### config.mk
export PLATFORM = sky130hd
export DESIGN_NAME = disp_refresh_ctrl
export DESIGN_NICKNAME = d
export VERILOG_FILES = /design/src/rtl/disp_refresh_ctrl.sv
export SDC_FILE = /design/constraint.sdc
export NUM_CORES = 1
export LEC_CHECK = 0
export ABC_AREA = 1
export CORE_ASPECT_RATIO = 2
export CORE_MARGIN = 1
export CORE_UTILIZATION = 48
export DETAILED_ROUTE_END_ITERATION = 10
export GPL_TIMING_DRIVEN = 0
export PLACE_DENSITY = 0.95
export SETUP_SLACK_MARGIN = 0.05
export SYNTH_ARGS = -nofsm -noshare
export SYNTH_HDL_FRONTEND = slang
export SYNTH_SLANG_ARGS = --single-unit
export TNS_END_PERCENT = 5
### constraint.sdc
create_clock -name clk -period 4.6 [get_ports clk]
set_clock_uncertainty 0.15 [all_clocks]
set_input_delay 0.69 -clock clk [delete_from_list [all_inputs] [get_ports clk]]
set_output_delay 0.69 -clock clk [all_outputs]
set_load 0.01 [all_outputs]
### src/rtl/disp_refresh_ctrl.sv
// Display refresh controller: periodically snapshots a selected display word and launches a
// serial transfer with a one-cycle Start pulse. Optional blink divider built with DISP_FLASH_EN.
module disp_refresh_ctrl #(
  parameter int unsigned REFRESH_CYCLES = 1048576,
  parameter int unsigned HOLD_CYCLES    = 256,
  parameter int unsigned FLASH_DIV      = 8
) (
  input  logic        clk,
  input  logic        rst,
  input  logic [1:0]  sel,
  input  logic [31:0] data0,
  input  logic [31:0] data1,
  input  logic [31:0] data2,
  input  logic [31:0] data3,
  input  logic [7:0]  point_in,
  input  logic [7:0]  les_in,
  input  logic        text_in,
  input  logic        refresh_req,
  output logic [31:0] Hexs,
  output logic [7:0]  point,
  output logic [7:0]  LES,
  output logic        Text,
  output logic        Start,
  output logic        flash,
  output logic        busy
);

  localparam logic [23:0] RefLast  = 24'(REFRESH_CYCLES - 1);
  localparam logic [23:0] HoldLast = 24'(HOLD_CYCLES - 1);

  if (REFRESH_CYCLES < 8 || REFRESH_CYCLES > 2 ** 24) begin : g_bad_refresh
    $error("REFRESH_CYCLES out of range");
  end
  if (HOLD_CYCLES < 1 || HOLD_CYCLES >= REFRESH_CYCLES) begin : g_bad_hold
    $error("HOLD_CYCLES out of range");
  end
  if (FLASH_DIV < 1 || FLASH_DIV > 255) begin : g_bad_flash
    $error("FLASH_DIV out of range");
  end

  typedef enum logic [1:0] {StIdle, StLatch, StStart, StHold} state_e;

  state_e      state_q, state_d;
  logic [23:0] refresh_cnt_q, refresh_cnt_d;
  logic [23:0] hold_cnt_q, hold_cnt_d;
  logic        pending_q, pending_d;
  logic [31:0] hexs_q;
  logic [7:0]  point_q;
  logic [7:0]  les_q;
  logic        text_q;
  logic        refresh_evt;
  logic        busy_w;
  logic [31:0] sel_word;

  always_comb begin
    refresh_evt   = (refresh_cnt_q == RefLast);
    busy_w        = (state_q != StIdle);
    state_d       = state_q;
    hold_cnt_d    = hold_cnt_q;
    pending_d     = pending_q;
    refresh_cnt_d = refresh_evt ? 24'd0 : refresh_cnt_q + 24'd1;

    unique case (state_q)
      StIdle: begin
        if (refresh_evt || refresh_req || pending_q) begin
          state_d   = StLatch;
          pending_d = 1'b0;
        end
        // The request cycle itself counts as count 0, so the next period restarts from it.
        if (refresh_req) begin
          refresh_cnt_d = 24'd1;
        end
      end
      StLatch: state_d = StStart;
      StStart: begin
        state_d    = StHold;
        hold_cnt_d = 24'd0;
      end
      StHold: begin
        if (hold_cnt_q == HoldLast) begin
          state_d = StIdle;
        end else begin
          hold_cnt_d = hold_cnt_q + 24'd1;
        end
      end
      default: state_d = StIdle;
    endcase

    if (busy_w && (refresh_evt || refresh_req)) begin
      pending_d = 1'b1;
    end
  end

  always_comb begin
    sel_word = data0;
    unique case (sel)
      2'd0: sel_word = data0;
      2'd1: sel_word = data1;
      2'd2: sel_word = data2;
      2'd3: sel_word = data3;
      default: sel_word = data0;
    endcase
  end

  always_ff @(posedge clk) begin
    if (rst) begin
      state_q       <= StIdle;
      refresh_cnt_q <= 24'd0;
      hold_cnt_q    <= 24'd0;
      pending_q     <= 1'b0;
    end else begin
      state_q       <= state_d;
      refresh_cnt_q <= refresh_cnt_d;
      hold_cnt_q    <= hold_cnt_d;
      pending_q     <= pending_d;
    end
  end

  always_ff @(posedge clk) begin
    if (rst) begin
      hexs_q  <= 32'd0;
      point_q <= 8'd0;
      les_q   <= 8'd0;
      text_q  <= 1'b0;
    end else if (state_q == StLatch) begin
      hexs_q  <= sel_word;
      point_q <= point_in;
      les_q   <= les_in;
      text_q  <= text_in;
    end
  end

  assign Hexs  = hexs_q;
  assign point = point_q;
  assign LES   = les_q;
  assign Text  = text_q;
  assign Start = (state_q == StStart);
  assign busy  = busy_w;

`ifdef DISP_FLASH_EN
  logic [7:0] flash_div_q;
  logic       flash_q;

  always_ff @(posedge clk) begin
    if (rst) begin
      flash_div_q <= 8'd0;
      flash_q     <= 1'b0;
    end else if (Start) begin
      if (flash_div_q == 8'(FLASH_DIV - 1)) begin
        flash_div_q <= 8'd0;
        flash_q     <= ~flash_q;
      end else begin
        flash_div_q <= flash_div_q + 8'd1;
      end
    end
  end

  assign flash = flash_q;
`else
  assign flash = 1'b0;
`endif

endmodule

After elaboration in Yosys (flattened, before gate mapping)

Cells that the tools add are included.

Register bits after elaboration: 100
Latch bits: 0
Bits of input ports: 150
Output and inout port bits: 52
Word-level logic and storage cells: 45
Memories kept: 0
Bits in read-only memories: 0
Bits in writable memories: 0

Shifts and indexed selects: 0
Bitwise logic cells: 0
Equal/unequal tests: 11
Multipliers: 0
Add/subtract/negate cells: 2
Order comparisons: 0
Divide/modulo/power cells: 0
Mux-type cells: 12
Reductions and logical operators: 12

Operator list:

| operator                                              | count |
|---|---|
| case mux 32 bit (4 select lines)                      | 1 |
| two-way mux 24 bit                                    | 4 |
| adder 24 x 1 -> 24 bit, second input constant         | 2 |
| case mux 24 bit (2 select lines)                      | 1 |
| equality test 24 x 20 -> 1 bit, second input constant | 1 |
| equality test 24 x 8 -> 1 bit, second input constant  | 1 |
| equality test 2 bit, second input constant            | 4 |
| case mux 2 bit (4 select lines)                       | 1 |
| nonzero test 2 bit                                    | 4 |
| inequality test 2 bit, second input constant          | 3 |
| AND reduction 2 bit                                   | 3 |
| equality test 2 x 1 -> 1 bit, second input constant   | 2 |
| zero test 2 bit                                       | 2 |
| two-way mux 2 bit                                     | 2 |
| two-way mux 1 bit                                     | 3 |
| logical OR 1 bit                                      | 2 |
| logical AND 1 bit                                     | 1 |

Longest topological paths before layout

Gate-level depths: netlist of the first run.

Depth after elaboration: 6
Mapped depth: 10
Depth with buffers taken out: 10

Worst setup path after synthesis of the first run

No wires, ideal clock.

Path kind: reg2reg
Start: register refresh_cnt_q[0]
End: register refresh_cnt_q[16]
Slack: 2855 ps
Period minus slack after synthesis: 1745 ps
Stages on the path, launching flop included: 10
Setup time: 115 ps
Required time: 4335 ps
Arrival: 1480 ps
Buffers on the path: 1
Path through: dfxtp_1 > ha_1 > nand2_1 > nor2_2 > nand2_2 > nor2_4 > nand2_1 > nand3_2 > buf_4 > nor2_1

Cells in the longest elaborated chain, start to end: 4
Elaborated cells between the ends (all ways): 5
Classes of those cells: add/sub (1); eq/ne (1); mux (3)

RTL lines:

| item                                                                     | line   | text |
|---|---|---|
| start: declaration                                                       | 44     | `logic [23:0] refresh_cnt_q, refresh_cnt_d;` |
| start signal: assignment                                                 | 113    | `refresh_cnt_q <= refresh_cnt_d;` |
| adder 24 x 1 -> 24 bit or equality test 24 x 20 -> 1 bit (tied branches) | 61, 56 |  |
| two-way mux 24 bit *                                                     | 61     | `refresh_cnt_d = refresh_evt ? 24'd0 : refresh_cnt_q + 24'd1;` |
| two-way mux 24 bit                                                       | 70     | `if (refresh_req) begin` |
| two-way mux 24 bit *                                                     | 63     | `unique case (state_q)` |

Every way passes the cells marked *; elsewhere a longest branch is shown, timed or not.
A chain may end at the register's enable or synchronous reset.

Final worst setup path of the first run

Start: register state_q[0]
End: output busy

Cells in the longest elaborated chain, start to end: 1

RTL lines:

| item                     | line | text |
|---|---|---|
| start: declaration       | 43   | `state_e state_q, state_d;` |
| start signal: assignment | 107  | `state_q <= StIdle;` |
| start signal: assignment | 112  | `state_q <= state_d;` |
| nonzero test 2 bit       | 57   | `busy_w = (state_q != StIdle);` |
| end: declaration         | 25   | `output logic busy` |

Every way passes these cells.

==> metrics.txt, run 1 <==
number of global-route vias before repair 6533; outcome finished, final reports clean; Reg clk slew, reported paths 0.07 ns; # nets final 1146; H-tree depth 3; DR vias 6541; # clock sinks 100; drt total wl 19800 um; PostCTS Resize Cnt 0; Final Hold Fails 0; layout cells sized above 1 0.0392; die height 150 um; initial antenna violation count 0; PwrDens 415 nW/um^2; Max IR drop VDD 0.253 mV; Slew Limit Fails 0; CTS tree done; worst-path cell chain inv_1 > ha_1 > inv_1 > clkdlybuf4s50_1; Final TNS setup 0 ns; fin area 7760 um^2; Total GRT Usage 0.347; CTS Buffer Depth 2; total global routing overflow 0; post-synth cell types 35; I/O Buffers 200; Die Wd 76.0 um; DRT iter0 DRCs 478; Crit path top cell by count inv_1; remaining antenna violation count 0; top cell type's share of synthesized area 0.381; leading post-synthesis cells by cell area dfxtp_1 (38%), nand2_1 (15%), nor2_1 (8.6%), o21ai_0 (6.0%), nand3_1 (5.3%); critical path's slowest cell clkdlybuf4s50_1; CTS root buf clkbuf_16; Slew HR 0.551; Syn Area/Cell 6.76 um^2; Final Cycle Share 0.561; Core Rows 53; dpl hpwl 15400 um; Post-Synthesis Net Count 935; CP required 3.76 ns; Worst-Skew Late Latency 0.35 ns; CTS Hold Buffers Added 0; dominant cell type by area after synthesis dfxtp_1; HP Class register to register; cell count after synthesis 778; DRC viols 0; P_leak 2.81 nW; Ys Warns 0; CTS Buf Count 9; Post-CTS Setup Inserts 0; max-cap violations 0; antenna cells 0; drt first pass iters 5; commonest cells after routing, fill and taps aside nand2_1 (204), clkdlybuf4s50_1 (200), nor2_1 (120), dfxtp_1 (100), o21ai_0 (63); Reg2Reg Setup Slack 2.33 ns; commonest non-fill, non-tap cell in the layout nand2_1; Placeable Area 10600 um^2; CP endpoint kind primary output; crit-path max FO 4; sequential-to-total area share from yosys stat 0.381; CP Data Arrival Time 1.74 ns; vias per cell 5.78; Area after DPL 7430 um^2; startpoint types register; Avg WL per Cell 17.5 um; cell area after synthesis 5260 um^2; first-pass GRT wire length 30700 um; FMAX 0.387 GHz; Period minus WS final 2.58 ns; RSZ-0062 raised after global routing false; largest net degree at the start of global routing 16; crit path kind register to primary output; Setup-failing EPs final 0; register bit total from synthesis 100; initial core utilization 0.495; Syn-to-layout area delta 47.6%; CP max stage delay 0.53 ns; num ports 202; gpl congestion 0.972; worst-margin pin slew 0.673 ns; full die area 11400 um^2
cells by family after synthesis:
group / share of synthesized area
AOI/OAI and AO/OA: 0.184
xor gates and xnor gates: 0.0250
other: 0.000713
DFF: 0.381
adders and majority gates: 0.0167
and+or+nand+nor: 0.327
buffers and inverters: 0.0657
critical path, delay by kind of cell, from the launching register on:
family / cells / cell delay (ns)
adders and majority gates: 1 / 0.26
DFF: 1 / 0.41
buffers and inverters: 3 / 0.72
cells in the mapped netlist, drive strengths merged:
master    n
conb      1
a31o      1
or2       2
a41oi    29
ha        7
inv      41
a21o      1
clkbuf   26
o21ai    63
a21oi    34
nor2    122
o21bai    3
dfxtp   100
nor3     11
a211oi    1
nor3b     1
buf      15
xnor2     6
nand2   207
nand3    59
nand4     8
a31oi    29
nand3b    2
xor2      9
metal layers:
metal / wire (um) / up-vias / GRT usage / share of wire
li1: - / 3046 / - / -
met1: 6270 / 2993 / 0.320 / 0.32
met2: 10600 / 397 / 0.645 / 0.53
met3: 1640 / 105 / 0.0811 / 0.082
met4: 1360 / 0 / 0.276 / 0.068
met5: 0 / - / 0 / 0
registers in the layout (all words and copies together) (netlist names):
name,count
Text,1
hold_cnt_q,24
refresh_cnt_q,24
state_q,2
Hexs,32
point,8
LES,8
pending_q,1
cell type report:
cell class	count	area (um^2)
Sequential cell	100	2000
Tap cell	137	171
Fill cell	810	2850
Inverter	41	154
Clock inverter	3	68.8
Clock buffer	13	260
Timing Repair Buffer	200	2000
Multi-Input combinational cell	596	2910
Buffer	41	191
final timing paths:
check | start | end | depth (start not counted)
worst min-delay path | refresh_cnt_q[22]$_SDFF_PP0_ | refresh_cnt_q[22]$_SDFF_PP0_ | 1
worst min register to register | refresh_cnt_q[22]$_SDFF_PP0_ | refresh_cnt_q[22]$_SDFF_PP0_ | 1
worst max-delay path | state_q[0]$_SDFFE_PP0P_ | busy | 4
worst max register to register | state_q[1]$_SDFFE_PP0P_ | Hexs[9]$_SDFFE_PP0N_ | 7
report_power, final:
part	switching (mW)	total (mW)	internal [mW]
combinational	0.627	1.21	0.586
clock	0.341	0.850	0.509
sequential	0.111	1.16	1.05
per-stage QoR:
step / power [mW] / utilization / cells / hold slack (ns) / setup slack [ns]
after floorplan: 1.68 / - / 778 / 0.253 / 2.86
after global placement: 2.33 / 0.700 / 1115 / 0.261 / 1.94
after detailed placement: 2.36 / 0.700 / 1115 / 0.292 / 1.86
after CTS: 3.20 / 0.731 / 1131 / 0.302 / 2.04
after global routing: 3.35 / 0.731 / 1131 / 0.313 / 1.93
final: 3.22 / 0.731 / 1131 / 0.302 / 2.02
Note: power is estimated with default switching activity, not from simulation.
==> run 2: changes to the inputs <==
- CORE_UTILIZATION: 48 -> 40
- PLACE_DENSITY: 0.95 -> 0.85
- clock period: 4.6 -> 2.3 ns (I/O delays scaled with it)
==> metrics.txt, run 2 (same netlist as run 1, synthesis figures left out) <==
max reg flops 32 (unchanged); initial antenna violation count 0 (unchanged); power share of the clock group 0.235 (-0.029); Net Sw Frac 0.347 (+0.0118); outcome finished, final reports clean; commonest non-fill, non-tap cell in the layout nand2_1; net switching power figure 2.13 mW (+97%); Avg WL per Cell 16.6 um (-5.2%); CTS root buf clkbuf_16; FMAX 0.451 GHz; DRT iter0 DRCs 434 (-9.2%); crit path kind register to primary output; Max IR drop VDD 0.686 mV (+170%); crit-path max FO 4 (unchanged); # nets final 1146 (unchanged); drt total wl 19000 um (-4.2%); gpl congestion 0.956 (-1.6%); full die area 13600 um^2 (+20%); die height 164 um (+9.4%); max-cap violations 0 (unchanged); first-pass GRT wire length 29800 um (-3.0%); combinational power share 0.393 (+0.016); dpl cells 1128 (+1.2%); CTS Buf Count 9 (unchanged); Die Wd 83.1 um (+9.3%); DR vias 6259 (-4.3%); Post-CTS Setup Inserts 0 (unchanged); Total GRT Usage 0.276 (-0.0700); largest net degree at the start of global routing 18 (+2); Final Hold Fails 0 (unchanged); CP required 1.80 ns (-1.96 ns); Setup-failing EPs final 0 (unchanged); cell-internal power 4.00 mW (+87%); CP max stage delay 0.53 ns (about the same); commonest cells after routing, fill and taps aside nand2_1 (204), clkdlybuf4s50_1 (200), nor2_1 (120), dfxtp_1 (100), o21ai_0 (63); total power 6.13 mW (+90%); H-tree depth 3 (unchanged); I/O Buffers 200 (unchanged); P_leak 2.79 nW (-0.79%); Syn-to-layout area delta 47.0%; remaining antenna violation count 0 (unchanged); Slew Limit Fails 0 (unchanged); CP endpoint kind primary output; number of global-route vias before repair 6239 (-4.5%); HP Class register to register; initial core utilization 0.414 (-0.0815); dpl hpwl 15000 um (-2.3%); Worst Slack Setup Final 0.0848 ns (-1.93 ns); Reg clk slew, reported paths 0.07 ns (about the same); drt first pass iters 5 (unchanged); FF+latch area 2000 um^2 (unchanged); CP Data Arrival Time 1.72 ns (-0.02 ns); worst-path cell chain inv_1 > ha_1 > inv_1 > clkdlybuf4s50_1; Period minus WS final 2.22 ns; CTS tree done; RSZ-0062 raised after global routing true; PwrDens 794 nW/um^2 (+91%); area of the multi-input gates 2920 um^2 (+0.43%); Finished Layout Cells 1143 (+1.1%); total global routing overflow 0 (unchanged); # clock sinks 100 (unchanged); worst-margin pin slew 0.639 ns (-0.0342 ns); Filler Cells Inserted 1159 (+43%); pre-CTS WS -0.136 ns (-2.00 ns); CTS Hold Buffers Added 0 (unchanged); DRC viols 0 (unchanged); Seq pwr share 0.373 (+0.014); Placeable Area 12700 um^2 (+20%); layout cells sized above 1 0.0403 (+0.00105); num ports 202 (unchanged); Crit path top cell by count inv_1; CTS Buffer Depth 2 (unchanged); Final Cycle Share 0.963; critical path's slowest cell clkdlybuf4s50_1; antenna cells 0 (unchanged); startpoint types register; Core Rows 58 (+9.4%); Final TNS setup 0 ns (unchanged); Slew HR 0.574 (+0.0228); WHS 0.284 ns (-0.0179 ns); vias per cell 5.48 (-5.3%); PostCTS Resize Cnt 0 (unchanged); Worst-Skew Late Latency 0.34 ns (about the same)
run 2: cell count changes in the layout (fill, tap and decap cells not counted), sizes merged:
cell,change
bufinv,-2
clkinv,+1
inv,+4
clkbuf,-4
run 2: final timing paths:
| check | from | to | slack (ns) | depth (start not counted) |
|---|---|---|---|---|
| worst min-delay path | refresh_cnt_q[22]$_SDFF_PP0_ | refresh_cnt_q[22]$_SDFF_PP0_ | 0.28 | 1 |
| worst min register to register | refresh_cnt_q[22]$_SDFF_PP0_ | refresh_cnt_q[22]$_SDFF_PP0_ | 0.28 | 1 |
| worst max-delay path | state_q[0]$_SDFFE_PP0P_ | busy | 0.08 | 4 |
| worst max register to register | state_q[1]$_SDFFE_PP0P_ | Hexs[5]$_SDFFE_PP0N_ | 0.13 | 7 |
run 2: critical path: cells and delay by family, from the launching register on:
| family | cells | cell delay [ns] |
|---|---|---|
| buffers and inverters | 3 | 0.73 |
| flip-flops | 1 | 0.39 |
| adder cells (fa/ha/maj) | 1 | 0.25 |
run 2: cell type report:
class                           instances  share of cell area
Timing Repair Buffer                  200               0.259
Inverter                               41              0.0199
Buffer                                 41              0.0248
Multi-Input combinational cell        596               0.378
Clock inverter                          6             0.00583
Tap cell                              150              0.0243
Sequential cell                       100               0.259
Clock buffer                            9              0.0291
run 2: metrics by stage:
step                      cell area, um^2   util
after global placement               7450  0.586
final                                7730  0.609
after floorplan                      5260      -
after global routing                 7730  0.609
after detailed placement             7450  0.586
after CTS                            7720  0.608
run 2: routing by layer:
layer	vias to the layer above	routed length [um]	global-route usage
met2	304	10400	0.535
met3	61	1070	0.0342
met4	0	997	0.171
li1	3046	-	-
met5	-	0	0
met1	2848	6550	0.276
run 2: power by group through the flow:
stage | Clock, mW | Combinational, mW | Sequential (mW)
after floorplan | 0 | 0.918 | 2.45
after global placement | 0 | 2.35 | 2.31
after detailed placement | 0 | 2.39 | 2.32
after CTS | 1.46 | 2.41 | 2.28
after global routing | 1.52 | 2.60 | 2.32
final | 1.44 | 2.41 | 2.29
